===== config.mk =====
export PLATFORM = sky130hd
export DESIGN_NAME = chart_note_player
export DESIGN_NICKNAME = d
export VERILOG_FILES = /design/src/rtl/chart_note_player_pkg.sv /design/src/rtl/chart_note_player_window.sv /design/src/rtl/chart_note_player.sv
export SDC_FILE = /design/constraint.sdc
export NUM_CORES = 2
export LEC_CHECK = 0
export CORE_AREA = 2 2 401 403
export CTS_BUF_LIST = sky130_fd_sc_hd__clkbuf_4
export CTS_CLUSTER_DIAMETER = 60
export CTS_CLUSTER_SIZE = 25
export DETAILED_ROUTE_END_ITERATION = 12
export DIE_AREA = 0 0 403 405
export DONT_BUFFER_PORTS = 1
export PLACE_DENSITY_LB_ADDON = 0.1
export SYNTH_ARGS = -nofsm -noshare
export SYNTH_HDL_FRONTEND = slang
export SYNTH_SLANG_ARGS = --single-unit
export TNS_END_PERCENT = 50

===== constraint.sdc =====
create_clock -name clk_i -period 9.1 [get_ports clk_i]
set_clock_uncertainty 0.2 [all_clocks]
set_input_delay 1.82 -clock clk_i [delete_from_list [all_inputs] [get_ports clk_i]]
set_output_delay 1.82 -clock clk_i [all_outputs]
set_load 0.01 [all_outputs]

===== src/rtl/chart_note_player_pkg.sv =====
// ============================================================================
// chart_note_player_pkg -- shared chart/note types and player state encoding
// Revision: 1.0
// ============================================================================
`default_nettype none

package chart_note_player_pkg;

    localparam int NOTE_WIDTH = 4;
    localparam int CHART_LEN  = 200;

    typedef logic [NOTE_WIDTH-1:0] Notes;

    localparam Notes NOTE_NU = '0;

    typedef struct packed {
        logic [15:0]            note_cnt;
        Notes [CHART_LEN-1:0]   notes;
    } Chart;

    typedef enum logic [2:0] {
        PL_IDLE,
        PL_LOAD,
        PL_PLAY,
        PL_PAUSED,
        PL_DONE
    } player_state_t;

    // Stored note counts may exceed the physical chart length; never index past it.
    function automatic logic [15:0] clamp_cnt(input logic [15:0] n);
        return (n > 16'(CHART_LEN)) ? 16'(CHART_LEN) : n;
    endfunction

endpackage

`default_nettype wire


===== src/rtl/chart_note_player_window.sv =====
// ============================================================================
// chart_note_window -- current note plus PREVIEW lookahead, NU past eff_cnt
// Revision: 1.0
// ============================================================================
`default_nettype none

module chart_note_window
    import chart_note_player_pkg::*;
#(
    parameter int PREVIEW = 4
) (
    input  Notes [CHART_LEN-1:0] notes_i,
    input  logic [15:0]          idx_i,
    input  logic [15:0]          eff_cnt_i,
    output Notes                 note_o,
    output Notes [PREVIEW-1:0]   window_o
);

    localparam int IDX_W = $clog2(CHART_LEN);

    Notes slot [PREVIEW+1];

    // Slot 0 is the current note, slots 1..PREVIEW the lookahead; no wrap at the end.
    for (genvar k = 0; k <= PREVIEW; k++) begin : g_slot
        localparam logic [16:0] OFFSET = 17'(k);
        logic [16:0] pos;
        assign pos     = {1'b0, idx_i} + OFFSET;
        assign slot[k] = (pos < {1'b0, eff_cnt_i}) ? notes_i[pos[IDX_W-1:0]] : NOTE_NU;
    end

    assign note_o = slot[0];

    for (genvar k = 0; k < PREVIEW; k++) begin : g_win
        assign window_o[k] = slot[k+1];
    end

endmodule

`default_nettype wire


===== src/rtl/chart_note_player.sv =====
// ============================================================================
// chart_note_player -- fetches a chart from storage and steps it per beat_tick
// Revision: 1.0
// ============================================================================
`default_nettype none

module chart_note_player
    import chart_note_player_pkg::*;
#(
    parameter int LOAD_WAIT = 2,
    parameter int PREVIEW   = 4
) (
    input  logic               clk_i,
    input  logic               sys_rst_ni,
    input  logic               start_i,
    input  logic [7:0]         chart_id_i,
    input  logic               pause_i,
    input  logic               abort_i,
    input  logic               beat_tick_i,
    input  Chart               current_chart_data_i,
    output logic [7:0]         read_chart_id_o,
    output Notes               note_out_o,
    output Notes [PREVIEW-1:0] note_window_o,
    output logic [15:0]        note_idx_o,
    output logic               note_valid_o,
    output logic               busy_o,
    output logic               done_o
);

    localparam int                WAIT_W    = $clog2(LOAD_WAIT + 1);
    localparam logic [WAIT_W-1:0] WAIT_LAST = WAIT_W'(LOAD_WAIT - 1);

    player_state_t       state_q;
    logic [WAIT_W-1:0]   wait_cnt_q;
    logic [15:0]         eff_cnt_q;
    logic [7:0]          read_chart_id_q;
    Notes                note_out_q;
    Notes [PREVIEW-1:0]  note_window_q;
    logic [15:0]         note_idx_q;
    logic                note_valid_q;
    logic                busy_q;
    logic                done_q;

    logic [15:0]         load_cnt;
    logic [15:0]         win_idx;
    logic [15:0]         win_cnt;
    Notes                win_note;
    Notes [PREVIEW-1:0]  win_window;

    // The window is computed for the index the next edge will present, so the
    // registered outputs update in the same edge that consumes the tick.
    always_comb begin
        load_cnt = clamp_cnt(current_chart_data_i.note_cnt);
        win_idx  = '0;
        win_cnt  = load_cnt;
        if (state_q == PL_PLAY) begin
            win_idx = note_idx_q + 16'd1;
            win_cnt = eff_cnt_q;
        end
    end

    chart_note_window #(
        .PREVIEW   (PREVIEW)
    ) u_window (
        .notes_i   (current_chart_data_i.notes),
        .idx_i     (win_idx),
        .eff_cnt_i (win_cnt),
        .note_o    (win_note),
        .window_o  (win_window)
    );

    always_ff @(posedge clk_i or negedge sys_rst_ni) begin
        if (!sys_rst_ni) begin
            state_q         <= PL_IDLE;
            wait_cnt_q      <= '0;
            eff_cnt_q       <= '0;
            read_chart_id_q <= '0;
            note_out_q      <= NOTE_NU;
            note_window_q   <= {PREVIEW{NOTE_NU}};
            note_idx_q      <= '0;
            note_valid_q    <= 1'b0;
            busy_q          <= 1'b0;
            done_q          <= 1'b0;
        end else begin
            done_q <= 1'b0;
            if (abort_i && (state_q == PL_LOAD || state_q == PL_PLAY || state_q == PL_PAUSED)) begin
                state_q         <= PL_IDLE;
                read_chart_id_q <= '0;
                note_out_q      <= NOTE_NU;
                note_window_q   <= {PREVIEW{NOTE_NU}};
                note_idx_q      <= '0;
                note_valid_q    <= 1'b0;
                busy_q          <= 1'b0;
            end else begin
                case (state_q)
                    PL_IDLE: begin
                        if (start_i && chart_id_i != 8'd0) begin
                            state_q         <= PL_LOAD;
                            read_chart_id_q <= chart_id_i;
                            wait_cnt_q      <= '0;
                            busy_q          <= 1'b1;
                        end
                    end
                    PL_LOAD: begin
                        if (wait_cnt_q == WAIT_LAST) begin
                            eff_cnt_q <= load_cnt;
                            if (load_cnt == 16'd0) begin
                                state_q         <= PL_DONE;
                                done_q          <= 1'b1;
                                read_chart_id_q <= '0;
                            end else begin
                                state_q       <= PL_PLAY;
                                note_idx_q    <= '0;
                                note_out_q    <= win_note;
                                note_window_q <= win_window;
                                note_valid_q  <= 1'b1;
                            end
                        end else begin
                            wait_cnt_q <= wait_cnt_q + 1'b1;
                        end
                    end
                    PL_PLAY: begin
                        if (pause_i) begin
                            state_q <= PL_PAUSED;
                        end else if (beat_tick_i) begin
                            if (note_idx_q == eff_cnt_q - 16'd1) begin
                                state_q         <= PL_DONE;
                                done_q          <= 1'b1;
                                read_chart_id_q <= '0;
                                note_out_q      <= NOTE_NU;
                                note_window_q   <= {PREVIEW{NOTE_NU}};
                                note_idx_q      <= '0;
                                note_valid_q    <= 1'b0;
                            end else begin
                                note_idx_q    <= win_idx;
                                note_out_q    <= win_note;
                                note_window_q <= win_window;
                            end
                        end
                    end
                    PL_PAUSED: begin
                        if (!pause_i) begin
                            state_q <= PL_PLAY;
                        end
                    end
                    PL_DONE: begin
                        state_q <= PL_IDLE;
                        busy_q  <= 1'b0;
                    end
                    default: begin
                        state_q <= PL_IDLE;
                        busy_q  <= 1'b0;
                    end
                endcase
            end
        end
    end

    assign read_chart_id_o = read_chart_id_q;
    assign note_out_o      = note_out_q;
    assign note_window_o   = note_window_q;
    assign note_idx_o      = note_idx_q;
    assign note_valid_o    = note_valid_q;
    assign busy_o          = busy_q;
    assign done_o          = done_q;

endmodule

`default_nettype wire


==> reports/metrics.cfg <==
[outcome]
outcome = complete, but fails checks
violations = capacitance limit, slew limit

[yosys]
syn_area_mm2 = 0.03951
synth-seq-cells = 68
synth-edff-count = 0
yosysWarnings = 0
synth_common_cells = nand2_1 (1692), mux2i_1 (485), nand3_1 (465)
async_flop_share_pct = 100.0
synth_top_area_share_pct = 17.39
yosysSeqAreaShare_pct = 4.307
ys_types = 104
yosys.area.top_type = mux4_2
synth_most_common_cell = nand2_1
syn_inst = 5666
synth_flop_cell = dfrtp_1
synth_nets = 6579
synth_area_leaders = mux4_2 (17%), nand2_1 (16%), mux2i_1 (12%)
avgSynthCellArea_um2 = 6.973

[worst_setup_path]
critPathLaunchType = flop
path_max_fanout = 72
crit_start = note_idx_o[1]$_DFFE_PN0P_
r2r.worst_path.cells = 20
crit_end = note_window_o[0]$_DFFE_PN0P_
critPathKind = reg2reg
crit_buf_inv = 4
crit_chain = ha_4, xor2_2, buf_4, nand2_4, inv_6, ha_1, nand2_1, or4_1, a2111oi_0, nor2_2, buf_4, inv_1, ha_1, o2111a_1, a221oi_1, o211ai_1, a21oi_1, o211a_1, a21oi_1, a211oi_1
worst_r2r_endpoint = note_window_o[0]$_DFFE_PN0P_
cp.depth = 20
cpPeakStageDelay_ns = 0.77
critPathArrivalTime_ns = 8.08
cp_top_family = compound AO/OA/AOI/OAI gates
r2r_slack_ns = 1.33
critPathCaptureType = flop
worstPathRequired_ns = 9.41
crit_slowest_cell = inv_1
crit-reg2reg-launch = note_idx_o[1]$_DFFE_PN0P_

[finish]
final_nets = 6137
area_delta_synth_final_pct = 3.557
drive_gt1_share_pct = 11.38
num-fill-cells = 17780

[cts]
cts_buffers = 9
cts_sinks = 68
htree_levels = 3
clock_path_buffers = 2
cts_resized = 0
clock_latency_ns = 0.58
cts_tree = done
worst_setup_hold_path_clk_slew_ns = 0.17
hold_buffers = 0
post_cts_buffers = 0
clk_root_buffer_cell = clkbuf_4

[global_route]
overflow = 0
grt_max_degree = 172
grt_antenna_before_repair = 29
track_usage_pct = 35.22
first_global_vias = 45660
grt_pass1_wl_um = 405500

[sta]
timing.final.crit_share_pct = 85.42
max_freq_mhz = 128.7
slew_headroom_pct = -2.515
worst_pin_slew_ns = 1.518
setup_violations = 0
rsz0062_at_grt = false
fin_crit_ns = 7.773
slew_violations = 2
hold_viol = 0
tns_ns = 0

[floorplanning]
die_x_um = 403
row_count = 147
ios = 877
die-height_um = 405
initial_core_util_pct = 24.80
dieArea_mm2 = 0.1632
core_mm2 = 0.1593

[placement]
globalplace.congestion = 0.9815
dp_hpwl_um = 226900
io_buffers = 0

[detailed_routing]
via_count = 48960
ant_nets = 0
first_iter_violations = 6408
via_per_inst = 6.671
post_drt_wl_per_cell_um = 41.13
dr.pass1.iters = 8
post-route-drc-count = 0
wirelength_um = 301900

[pwr]
finalPower_mw = 10.48
p_per_area_mw_per_mm2 = 256.1
ir_drop_mv = 0.3178
static-leakage-power_nw = 14.45

[run]
maxCapViolations = 1

[min_path]
hp-class = reg2reg

[report_power, final]
| part | internal, mW | switching (mW) |
|---|---|---|
| Clock | 0.0869 | 0.169 |
| Combinational | 3.36 | 6.30 |
| Sequential | 0.368 | 0.194 |
| Total | 3.81 | 6.66 |
[per-stage QoR]
stage | area (um2) | hold slack [ns] | worst slack (ns) | util (%) | cells
floorplan | 39510 | 0.2485 | 2.613 | - | 5666
CTS | 40840 | 0.3109 | 1.578 | 25.64 | 7314
global placement | 40700 | 0.2756 | 1.700 | 25.55 | 7298
global route | 40860 | 0.3440 | 1.069 | 25.65 | 7320
detailed placement | 40700 | 0.2752 | 1.561 | 25.55 | 7298
finish | 40910 | 0.3052 | 1.327 | 25.69 | 7340
[registers in the layout, summed over array words and instances (netlist names)]
name,cells
state_q,3
note_out_o,4
note_window_o,16
note_valid_o,1
note_idx_o,16
eff_cnt_q,16
wait_cnt_q,2
busy_o,1
read_chart_id_o,8
done_o,1
[worst reg2reg max path, cell delays in order (launching register included)]
cell       delay [ns]
dfrtp_1          0.73
ha_4             0.32
xor2_2           0.14
buf_4            0.28
nand2_4          0.39
inv_6            0.75
ha_1             0.72
nand2_1          0.17
or4_1            0.46
a2111oi_0        0.54
nor2_2           0.09
buf_4            0.25
inv_1            0.80
ha_1             0.38
o2111a_1         0.25
a221oi_1         0.34
o211ai_1         0.13
a21oi_1          0.14
o211a_1          0.34
a21oi_1          0.07
a211oi_1         0.23
[layer usage]
metal	part of all wire [%]	global-route usage, %	routed length, um
met3	13	14.22	38930
met5	0.031	0	95
met2	43	53.47	129300
met1	37	41.75	111800
met4	7.2	20.58	21780
[cell type report]
cell class              count  area [um2]  area share [%]
multi-input cells        4955       34930           85.39
well taps                2086        2610           6.379
inverters                  63       301.5          0.7370
flip-flops and latches     68        1705           4.168
clock buffers               9       67.56          0.1651
clock inverters             7       80.08          0.1957
repair buffers            127        1151           2.814
diodes                     25       62.56          0.1529
[worst min path at each step]
stage,start,end,cells past startpoint
final,wait_cnt_q[1]$_DFFE_PN0P_,wait_cnt_q[1]$_DFFE_PN0P_,2
after global routing,wait_cnt_q[1]$_DFFE_PN0P_,wait_cnt_q[1]$_DFFE_PN0P_,2
after CTS,wait_cnt_q[1]$_DFFE_PN0P_,wait_cnt_q[1]$_DFFE_PN0P_,2
after detailed placement,wait_cnt_q[1]$_DFFE_PN0P_,wait_cnt_q[1]$_DFFE_PN0P_,2
after global placement,wait_cnt_q[1]$_DFFE_PN0P_,wait_cnt_q[1]$_DFFE_PN0P_,2
after floorplan,wait_cnt_q[1]$_DFFE_PN0P_,wait_cnt_q[1]$_DFFE_PN0P_,2
[cell usage in the layout, fill, tap and decap left out, types with 19 or more instances in the layout]
cell	n
dfrtp_1	67
a311oi_1	123
nor4_1	39
nand3b_1	31
o21ai_0	161
nand3_1	464
a211oi_1	107
xnor2_1	56
nand4_1	25
mux2i_1	480
nor2_1	149
o221ai_1	25
a21o_1	27
mux4_2	305
and2_1	25
nand2_1	1689
a21oi_1	140
nor2b_1	20
diode_2	25
and3_1	202
ha_1	79
a31oi_1	198
o211ai_1	21
mux2_2	52
buf_4	110
nor3_1	82
o22ai_1	60
o32ai_1	19
a221oi_1	26
a2111oi_0	27
a32oi_1	20
inv_1	43
[logic make-up after synthesis]
| family | Yosys count | share of synthesized area, % |
|---|---|---|
| and+or+nand+nor | 2821 | 31.75 |
| AOI/OAI and AO/OA | 1132 | 20.22 |
| muxes | 843 | 31.21 |
| buffers and inverters | 643 | 8.073 |
| adders and majority gates | 83 | 2.629 |
| xor gates and xnor gates | 76 | 1.811 |
| DFF | 68 | 4.307 |
Power figures use the tool's default switching activity.
